<file path="config.mk">
export PLATFORM = sky130hd
export DESIGN_NAME = master_in_port
export DESIGN_NICKNAME = d
export VERILOG_FILES = /design/src/rtl/master_in_port.sv
export SDC_FILE = /design/constraint.sdc
export NUM_CORES = 1
export LEC_CHECK = 0
export ABC_AREA = 1
export CAP_MARGIN = 20
export CORE_AREA = 2 2 63 65
export CTS_CLUSTER_DIAMETER = 40
export DETAILED_ROUTE_END_ITERATION = 8
export DIE_AREA = 0 0 65 67
export PLACE_DENSITY = 0.77
export SLEW_MARGIN = 0
export SYNTH_ARGS = -nofsm -noshare
export SYNTH_HDL_FRONTEND = slang
export SYNTH_SLANG_ARGS = --single-unit
export TNS_END_PERCENT = 5
</file>
<file path="constraint.sdc">
create_clock -name clk -period 1.8 [get_ports clk]
set_input_delay 0.54 -clock clk [delete_from_list [all_inputs] [get_ports clk]]
set_output_delay 0.54 -clock clk [all_outputs]
set_load 0.02 [all_outputs]
</file>
<file path="src/rtl/master_in_port.sv">
// Serial-to-parallel receiver: takes an LSB-first bit stream after an s_valid/m_ready
// handshake and holds each rebuilt word in a one-entry valid/ready output buffer.
module master_in_port #(
    parameter int DATA_WIDTH = 8,
    parameter int CNT_WIDTH  = 16
) (
    input  logic                  clk,
    input  logic                  rst,
    input  logic                  s_valid,
    input  logic                  rx_data,
    input  logic                  s_tx_done,
    output logic                  m_ready,
    output logic [DATA_WIDTH-1:0] out_data,
    output logic                  out_valid,
    input  logic                  out_ready,
    output logic                  frame_err,
    output logic [CNT_WIDTH-1:0]  rx_count
);

    localparam int BCW = $clog2(DATA_WIDTH) + 1;

    typedef enum logic {
        IDLE = 1'b0,
        RX   = 1'b1
    } state_t;

    state_t                state_q, state_d;
    logic [BCW-1:0]        bit_cnt_q, bit_cnt_d;
    logic [DATA_WIDTH-1:0] shift_q, shift_d;
    logic [DATA_WIDTH-1:0] out_data_q, out_data_d;
    logic                  out_valid_q, out_valid_d;
    logic                  frame_err_q, frame_err_d;
    logic [CNT_WIDTH-1:0]  rx_count_q, rx_count_d;

    // Ready is purely registered so the slave never sees a comb loop through us.
    assign m_ready   = (state_q == IDLE) && !out_valid_q;
    assign out_data  = out_data_q;
    assign out_valid = out_valid_q;
    assign frame_err = frame_err_q;
    assign rx_count  = rx_count_q;

    always_comb begin
        state_d     = state_q;
        bit_cnt_d   = bit_cnt_q;
        shift_d     = shift_q;
        out_data_d  = out_data_q;
        out_valid_d = out_valid_q;
        frame_err_d = 1'b0;
        rx_count_d  = rx_count_q;

        if (out_valid_q && out_ready) begin
            out_valid_d = 1'b0;
        end

        case (state_q)
            IDLE: begin
                if (s_valid && m_ready) begin
                    state_d   = RX;
                    bit_cnt_d = '0;
                end
            end
            RX: begin
                shift_d[bit_cnt_q] = rx_data;
                bit_cnt_d          = bit_cnt_q + BCW'(1);
                if (bit_cnt_q == BCW'(DATA_WIDTH - 1)) begin
                    // The last bit bypasses the shift register straight into the buffer.
                    out_data_d  = {rx_data, shift_q[DATA_WIDTH-2:0]};
                    out_valid_d = 1'b1;
                    frame_err_d = !s_tx_done;
                    rx_count_d  = rx_count_q + CNT_WIDTH'(1);
                    bit_cnt_d   = '0;
                    state_d     = IDLE;
                end
            end
            default: state_d = IDLE;
        endcase
    end

    always_ff @(posedge clk or posedge rst) begin
        if (rst) begin
            state_q     <= IDLE;
            bit_cnt_q   <= '0;
            shift_q     <= '0;
            out_data_q  <= '0;
            out_valid_q <= 1'b0;
            frame_err_q <= 1'b0;
            rx_count_q  <= '0;
        end else begin
            state_q     <= state_d;
            bit_cnt_q   <= bit_cnt_d;
            shift_q     <= shift_d;
            out_data_q  <= out_data_d;
            out_valid_q <= out_valid_d;
            frame_err_q <= frame_err_d;
            rx_count_q  <= rx_count_d;
        end
    end

endmodule

</file>
==> run_summary.xml, run 1 <==
<?xml version="1.0" encoding="UTF-8"?>
<metrics>
  <group name="routing">
    <metric name="final_antenna_net_count" unit="">0</metric>
    <metric name="wl_per_cell" unit="um">10.7</metric>
    <metric name="routed_wirelength" unit="mm">3.30</metric>
    <metric name="avg_vias_per_cell" unit="">4.82</metric>
    <metric name="firstDrtPassIters" unit="">4</metric>
    <metric name="drt_iter0_drc" unit="">114</metric>
    <metric name="route.detailed.drc" unit="">0</metric>
    <metric name="num_vias" unit="">1488</metric>
  </group>
  <group name="global_route">
    <metric name="global_route.usage.total" unit="%">18.0</metric>
    <metric name="grt_pass1_vias" unit="">1351</metric>
    <metric name="grt_max_degree" unit="">39</metric>
    <metric name="antenna_violations_before_repair" unit="">0</metric>
    <metric name="wire_length_of_the_first_global_routing_pass" unit="mm">5.98</metric>
    <metric name="overflow" unit="">0</metric>
  </group>
  <group name="critical_path">
    <metric name="path_max_fanout" unit="">1</metric>
    <metric name="worst_setup_path_type" unit="">reg2out</metric>
    <metric name="worst-endpoint-arrival" unit="ns">1.21</metric>
    <metric name="regToRegSetupSlack" unit="ns">0.23</metric>
    <metric name="path_delay_family" unit="">buffers and inverters</metric>
    <metric name="required_time_of_the_critical_path" unit="ns">1.26</metric>
    <metric name="ordered_cell_list_for_the_critical_path" unit="">clkdlybuf4s50_1</metric>
    <metric name="crit_end_category" unit="">output port</metric>
    <metric name="crit_slowest_cell" unit="">clkdlybuf4s50_1</metric>
    <metric name="crit_path_start_kind" unit="">register</metric>
    <metric name="critical-path-max-stage-delay" unit="ns">0.59</metric>
    <metric name="critical_path.n_buffers_inverters" unit="">1</metric>
  </group>
  <group name="timing">
    <metric name="finClkSkew" unit="ns">0.00453</metric>
    <metric name="timing.setup.tns" unit="ns">0</metric>
    <metric name="peak_clock_frequency_supported_by_timing" unit="MHz">572</metric>
    <metric name="unrepaired_setup_endpoints_after_global_routing" unit="">no</metric>
    <metric name="post-route-min-period" unit="ns">1.75</metric>
    <metric name="setup_viol_count_final" unit="">0</metric>
    <metric name="worst_pin_slew" unit="ns">0.307</metric>
    <metric name="timing_max_transition_violations_final" unit="">0</metric>
    <metric name="final_min_period_over_clock_period" unit="%">97.1</metric>
    <metric name="worst_slew_margin_rel" unit="%">79.5</metric>
    <metric name="timing_hold_violations_final" unit="">0</metric>
    <metric name="holdWs" unit="ns">0.465</metric>
  </group>
  <group name="outcome">
    <metric name="outcome" unit="">complete, no violations</metric>
  </group>
  <group name="cts">
    <metric name="tritoncts_num_sinks" unit="">38</metric>
    <metric name="holdBufCountCts" unit="">0</metric>
    <metric name="tritoncts.num_buffers" unit="">5</metric>
    <metric name="cts-root-to-sink-buffers" unit="">2</metric>
    <metric name="tritoncts" unit="">yes</metric>
    <metric name="ctsHtreeMaxLevel" unit="">2</metric>
    <metric name="ctsResizeCount" unit="">19</metric>
    <metric name="postCtsSetupBuffers" unit="">0</metric>
    <metric name="worstSkewPairLatency" unit="ns">0.29</metric>
    <metric name="clk_pin_slew_worst_setup_hold_paths" unit="ns">0.08</metric>
    <metric name="cts-root-buf" unit="">clkbuf_8</metric>
  </group>
  <group name="yosys">
    <metric name="synth-seq-cells" unit="">38</metric>
    <metric name="synth_commonest_cells" unit="">nand2_1, dfrtp_1, inv_1</metric>
    <metric name="synth.top_cells.by_area" unit="">dfrtp_1, nand2_1, o21ai_0</metric>
    <metric name="synth_largest_type_area_fraction" unit="%">52.1</metric>
    <metric name="synth-edff-count" unit="">0</metric>
    <metric name="yosysTopAreaCell" unit="">dfrtp_1</metric>
    <metric name="yosysMostFrequentCell" unit="">nand2_1</metric>
    <metric name="synth.yosys.warnings" unit="">0</metric>
    <metric name="syn_nets" unit="">229</metric>
    <metric name="synth_cell_types" unit="">21</metric>
    <metric name="synth_area_per_cell" unit="um2">8.27</metric>
    <metric name="ys.flop_type" unit="">dfrtp_1</metric>
    <metric name="ys_seq_area_share" unit="%">52.1</metric>
    <metric name="post_synth_design_cell_area" unit="mm2">0.00183</metric>
    <metric name="post_synthesis_instance_total" unit="">221</metric>
    <metric name="async_flop_share" unit="%">100</metric>
  </group>
  <group name="min_path">
    <metric name="holdCritPathClass" unit="">reg2reg</metric>
  </group>
  <group name="floorplanning">
    <metric name="die_y" unit="um">67</metric>
    <metric name="floorplan.die_area" unit="mm2">0.00436</metric>
    <metric name="placement_rows" unit="">22</metric>
    <metric name="top_level_ports" unit="">33</metric>
    <metric name="die-width" unit="um">65</metric>
    <metric name="core" unit="mm2">0.00361</metric>
    <metric name="initial_utilization" unit="%">50.7</metric>
  </group>
  <group name="power_and_ir_drop">
    <metric name="power.switching" unit="W">0.00117</metric>
    <metric name="power-per-cell-area" unit="mW/mm2">1400</metric>
    <metric name="combPwrFrac" unit="%">33.5</metric>
    <metric name="swShare" unit="%">35.6</metric>
    <metric name="p_leak" unit="nW">1.32</metric>
    <metric name="vdd_ir_drop_max" unit="mV">0.942</metric>
    <metric name="cell_internal_pwr" unit="W">0.00212</metric>
    <metric name="power.share.sequential" unit="%">40.4</metric>
    <metric name="p_clk_share" unit="%">26.1</metric>
  </group>
  <group name="layout">
    <metric name="post_layout_nonfiller_instances" unit="">309</metric>
    <metric name="final_nets" unit="">268</metric>
    <metric name="syn2layout_area_growth" unit="%">28.2</metric>
    <metric name="antenna_cells_inserted" unit="">0</metric>
    <metric name="final_layout_size_suffix_gt1_share" unit="%">8.43</metric>
  </group>
  <group name="place">
    <metric name="post-place-cells" unit="">301</metric>
    <metric name="gp_congestion" unit="">0.759</metric>
    <metric name="dpl.hpwl" unit="mm">2.42</metric>
    <metric name="numPortBuffers" unit="">32</metric>
  </group>
  <group name="job">
    <metric name="timing.max_cap.violations" unit="">0</metric>
  </group>
</metrics>
layer usage:
metal / routed length, um / vias to the layer above / track usage, %
met5: 0 / - / 0
met4: 42 / 0 / 5.59
met3: 138 / 5 / 5.07
met2: 1630 / 29 / 30.7
met1: 1480 / 691 / 22.0
li1: - / 763 / -
logic make-up after synthesis:
logic type	count (synthesis)	synth area share, %
AOI/OAI and AO/OA	19	5.21
DFF	38	52.1
buffers and inverters	29	7.26
adders and majority gates	2	1.37
xor gates and xnor gates	6	2.88
and+or+nand+nor	127	31.2
final timing paths:
kind	startpoint	endpoint	cells after the start
worst max-delay path	frame_err	frame_err	1
worst min-delay path	out_data[1]	out_data[1]	2
worst max register to register	bit_cnt_q[1]	rx_count[13]	6
worst min register to register	out_data[1]	out_data[1]	2
max in group asynchronous	rst	rx_count[8]	3
min in group asynchronous	rst	rx_count[14]	3
cell usage in the layout (no fill, tap or decap), drive strengths merged:
cell | netlist | routed
buf | 4 | 4
bufinv | 0 | 2
clkbuf | 0 | 5
clkdlybuf4s50 | 0 | 6
clkinv | 0 | 1
dfrtp | 38 | 38
dlygate4sd2 | 0 | 19
dlymetal6s2s | 0 | 7
ha | 2 | 2
inv | 25 | 25
nand2 | 87 | 87
nand3 | 9 | 9
nand3b | 1 | 1
nand4 | 7 | 7
nor2 | 23 | 23
o21ai | 19 | 19
xnor2 | 5 | 5
xor2 | 1 | 1
sequential cells by signal, summed over array words and instances (netlist names):
signal	count
out_data	8
shift_q	7
frame_err	1
rx_count	16
out_valid	1
state_q	1
bit_cnt_q	4
power groups by stage:
stage	registers, W	clock network (W)	logic, W
after floorplan	0.00146	0	0.000643
after global placement	0.00135	0	0.00116
after detailed placement	0.00136	0	0.00118
after CTS	0.00134	0.000874	0.00114
after global routing	0.00137	0.000919	0.00126
final	0.00133	0.000859	0.00110
area by class of cell:
class / instances / area (um2)
multi-input combinational: 154 / 743
inverter: 25 / 93.8
clock inverter: 3 / 68.8
timing repair buffer: 36 / 357
sequential: 38 / 951
tap: 48 / 60.1
fill: 320 / 1260
clock buffer: 5 / 68.8
metrics by stage:
| step | total power [W] | cell area [um2] | worst slack (ns) | util (%) |
|---|---|---|---|---|
| 4_1_cts | 0.00335 | 2320 | 0.00151 | 64.5 |
| 3_3_place_gp | 0.00251 | 2210 | 0.158 | 61.3 |
| 6_report | 0.00329 | 2340 | 0.0515 | 65.0 |
| 2_1_floorplan | 0.00211 | 1830 | 0.399 | - |
| 3_5_place_dp | 0.00254 | 2210 | 0.149 | 61.3 |
| 5_1_grt | 0.00355 | 2340 | 0.0106 | 65.0 |
Note: power is estimated with default switching activity, not from simulation.
==> inputs of run 2 (changes only) <==
CORE_AREA = 2 2 54 76   (was 2 2 63 65)
CTS_CLUSTER_SIZE = 14   (was not set)
DIE_AREA = 0 0 56 78   (was 0 0 65 67)
HOLD_SLACK_MARGIN = 0.02   (was not set)
==> run_summary.xml, run 2 (synthesized netlist as in run 1, its figures left out) <==
<?xml version="1.0" encoding="UTF-8"?>
<metrics>
  <group name="global_route">
    <metric name="antenna_violations_before_repair" unit="">0</metric>
    <metric name="grt_pass1_vias" unit="">1410</metric>
    <metric name="grt_max_degree" unit="">39</metric>
    <metric name="overflow" unit="">0</metric>
    <metric name="global_route.usage.total" unit="%">18.1</metric>
    <metric name="wire_length_of_the_first_global_routing_pass" unit="mm">6.18</metric>
  </group>
  <group name="cts">
    <metric name="clk_pin_slew_worst_setup_hold_paths" unit="ns">0.07</metric>
    <metric name="ctsHtreeMaxLevel" unit="">2</metric>
    <metric name="tritoncts" unit="">yes</metric>
    <metric name="cts-root-buf" unit="">clkbuf_8</metric>
    <metric name="postCtsSetupBuffers" unit="">0</metric>
    <metric name="cts-root-to-sink-buffers" unit="">2</metric>
    <metric name="tritoncts.num_buffers" unit="">5</metric>
    <metric name="worstSkewPairLatency" unit="ns">0.29</metric>
    <metric name="tritoncts_num_sinks" unit="">38</metric>
  </group>
  <group name="layout">
    <metric name="commonest_cells_after_routing_fill_and_taps_aside" unit="">nand2_1, dfrtp_1, inv_1, dlygate4sd2_1</metric>
    <metric name="syn2layout_area_growth" unit="%">26.5</metric>
    <metric name="fillers" unit="">326</metric>
    <metric name="largest_register_ffs" unit="">16</metric>
    <metric name="final_layout_size_suffix_gt1_share" unit="%">9.13</metric>
    <metric name="layout.area.seq" unit="um2">951</metric>
    <metric name="multi_input_comb_area" unit="um2">743</metric>
    <metric name="antenna_cells_inserted" unit="">0</metric>
    <metric name="final_nets" unit="">270</metric>
    <metric name="layout.cells.most_common" unit="">nand2_1</metric>
    <metric name="post_layout_nonfiller_instances" unit="">305</metric>
  </group>
  <group name="routing">
    <metric name="firstDrtPassIters" unit="">4</metric>
    <metric name="wl_per_cell" unit="um">11.7</metric>
    <metric name="avg_vias_per_cell" unit="">4.97</metric>
    <metric name="final_antenna_net_count" unit="">0</metric>
    <metric name="route.detailed.drc" unit="">0</metric>
    <metric name="num_vias" unit="">1515</metric>
    <metric name="drt_iter0_drc" unit="">45</metric>
    <metric name="routed_wirelength" unit="mm">3.58</metric>
  </group>
  <group name="power_and_ir_drop">
    <metric name="vdd_ir_drop_max" unit="mV">1.05</metric>
    <metric name="design_power_total" unit="W">0.00317</metric>
    <metric name="power-per-cell-area" unit="mW/mm2">1370</metric>
    <metric name="p_leak" unit="nW">1.29</metric>
  </group>
  <group name="critical_path">
    <metric name="critical-path-max-stage-delay" unit="ns">0.60</metric>
    <metric name="regToRegSetupSlack" unit="ns">0.33</metric>
    <metric name="path_delay_family" unit="">buffers and inverters</metric>
    <metric name="required_time_of_the_critical_path" unit="ns">1.26</metric>
    <metric name="worst_setup_path_type" unit="">reg2out</metric>
    <metric name="path_max_fanout" unit="">1</metric>
    <metric name="ordered_cell_list_for_the_critical_path" unit="">clkdlybuf4s50_1</metric>
    <metric name="crit_slowest_cell" unit="">clkdlybuf4s50_1</metric>
    <metric name="crit_end_category" unit="">output port</metric>
    <metric name="crit_path_start_kind" unit="">register</metric>
    <metric name="reg2regPathDepth" unit="">6</metric>
    <metric name="worst-endpoint-arrival" unit="ns">1.21</metric>
    <metric name="critical_path.n_buffers_inverters" unit="">1</metric>
    <metric name="worst-path-stages" unit="">1</metric>
  </group>
  <group name="timing">
    <metric name="timing.setup.tns" unit="ns">0</metric>
    <metric name="timing_max_transition_violations_final" unit="">0</metric>
    <metric name="setup_viol_count_final" unit="">0</metric>
    <metric name="finClkSkew" unit="ns">0.00388</metric>
    <metric name="fin_ws" unit="ns">0.0522</metric>
    <metric name="final_min_period_over_clock_period" unit="%">97.1</metric>
    <metric name="post-route-min-period" unit="ns">1.75</metric>
    <metric name="worst_pin_slew" unit="ns">0.311</metric>
    <metric name="timing_hold_violations_final" unit="">0</metric>
    <metric name="peak_clock_frequency_supported_by_timing" unit="MHz">572</metric>
    <metric name="worst_slew_margin_rel" unit="%">79.3</metric>
    <metric name="unrepaired_setup_endpoints_after_global_routing" unit="">no</metric>
  </group>
  <group name="min_path">
    <metric name="holdCritPathClass" unit="">reg2reg</metric>
    <metric name="number_of_instances_on_the_worst_hold_path" unit="">2</metric>
  </group>
  <group name="floorplanning">
    <metric name="placement_rows" unit="">26</metric>
    <metric name="initial_utilization" unit="%">50.1</metric>
    <metric name="core" unit="mm2">0.00364</metric>
    <metric name="die-width" unit="um">56</metric>
    <metric name="top_level_ports" unit="">33</metric>
    <metric name="floorplan.die_area" unit="mm2">0.00437</metric>
    <metric name="die_y" unit="um">78</metric>
  </group>
  <group name="place">
    <metric name="post-place-cells" unit="">297</metric>
    <metric name="dpl.hpwl" unit="mm">2.57</metric>
    <metric name="post-place-ws" unit="ns">0.155</metric>
    <metric name="gp_congestion" unit="">0.788</metric>
    <metric name="numPortBuffers" unit="">32</metric>
  </group>
  <group name="outcome">
    <metric name="outcome" unit="">complete, no violations</metric>
  </group>
  <group name="job">
    <metric name="timing.max_cap.violations" unit="">0</metric>
  </group>
</metrics>
## run 2: routing by layer
layer | track usage [%] | vias to the layer above | wire length [um]
li1 | - | 766 | -
met1 | 18.8 | 711 | 1420
met2 | 33.5 | 33 | 1960
met3 | 4.67 | 5 | 141
met4 | 7.86 | 0 | 67
met5 | 0 | - | 0
## run 2: power breakdown
part / switching (W) / total, W / internal, W
registers: 0.000184 / 0.00131 / 0.00112
logic: 0.000719 / 0.00118 / 0.000460
clock network: 0.000295 / 0.000681 / 0.000387
total: 0.00120 / 0.00317 / 0.00197
## run 2: worst paths after layout
path | startpoint | to
max | frame_err | frame_err
max reg2reg | bit_cnt_q[0] | rx_count[13]
min in group asynchronous | rst | rx_count[14]
min | out_data[5] | out_data[5]
min reg2reg | out_data[5] | out_data[5]
max in group asynchronous | rst | state_q
## run 2: layout make-up
class | instances | area share, %
Clock buffer | 8 | 4.76
Inverter | 25 | 4.06
Multi-Input combinational cell | 154 | 32.2
Sequential cell | 38 | 41.1
Tap cell | 42 | 2.27
Timing Repair Buffer | 38 | 15.6
## run 2: repair_timing
item,in CTS,in global routing
hold endpoints to repair,0,0
gates resized for setup,22,4
cloned,0,0
setup endpoints to repair,22,4
hold buffers,0,0
## run 2: stage by stage
step | hold WS [ns] | area [um2] | util [%]
detailed placement | 0.463 | 2220 | 60.9
CTS | 0.481 | 2300 | 63.2
global route | 0.504 | 2310 | 63.4
floorplan | 0.449 | 1830 | -
global placement | 0.455 | 2220 | 60.9
finish | 0.473 | 2310 | 63.4
==> inputs of run 3 (changes only) <==
HOLD_SLACK_MARGIN = 0.08   (was 0.02)
==> results of run 3 <==
Final layout, timing and power as in run 2 (identical DEF).
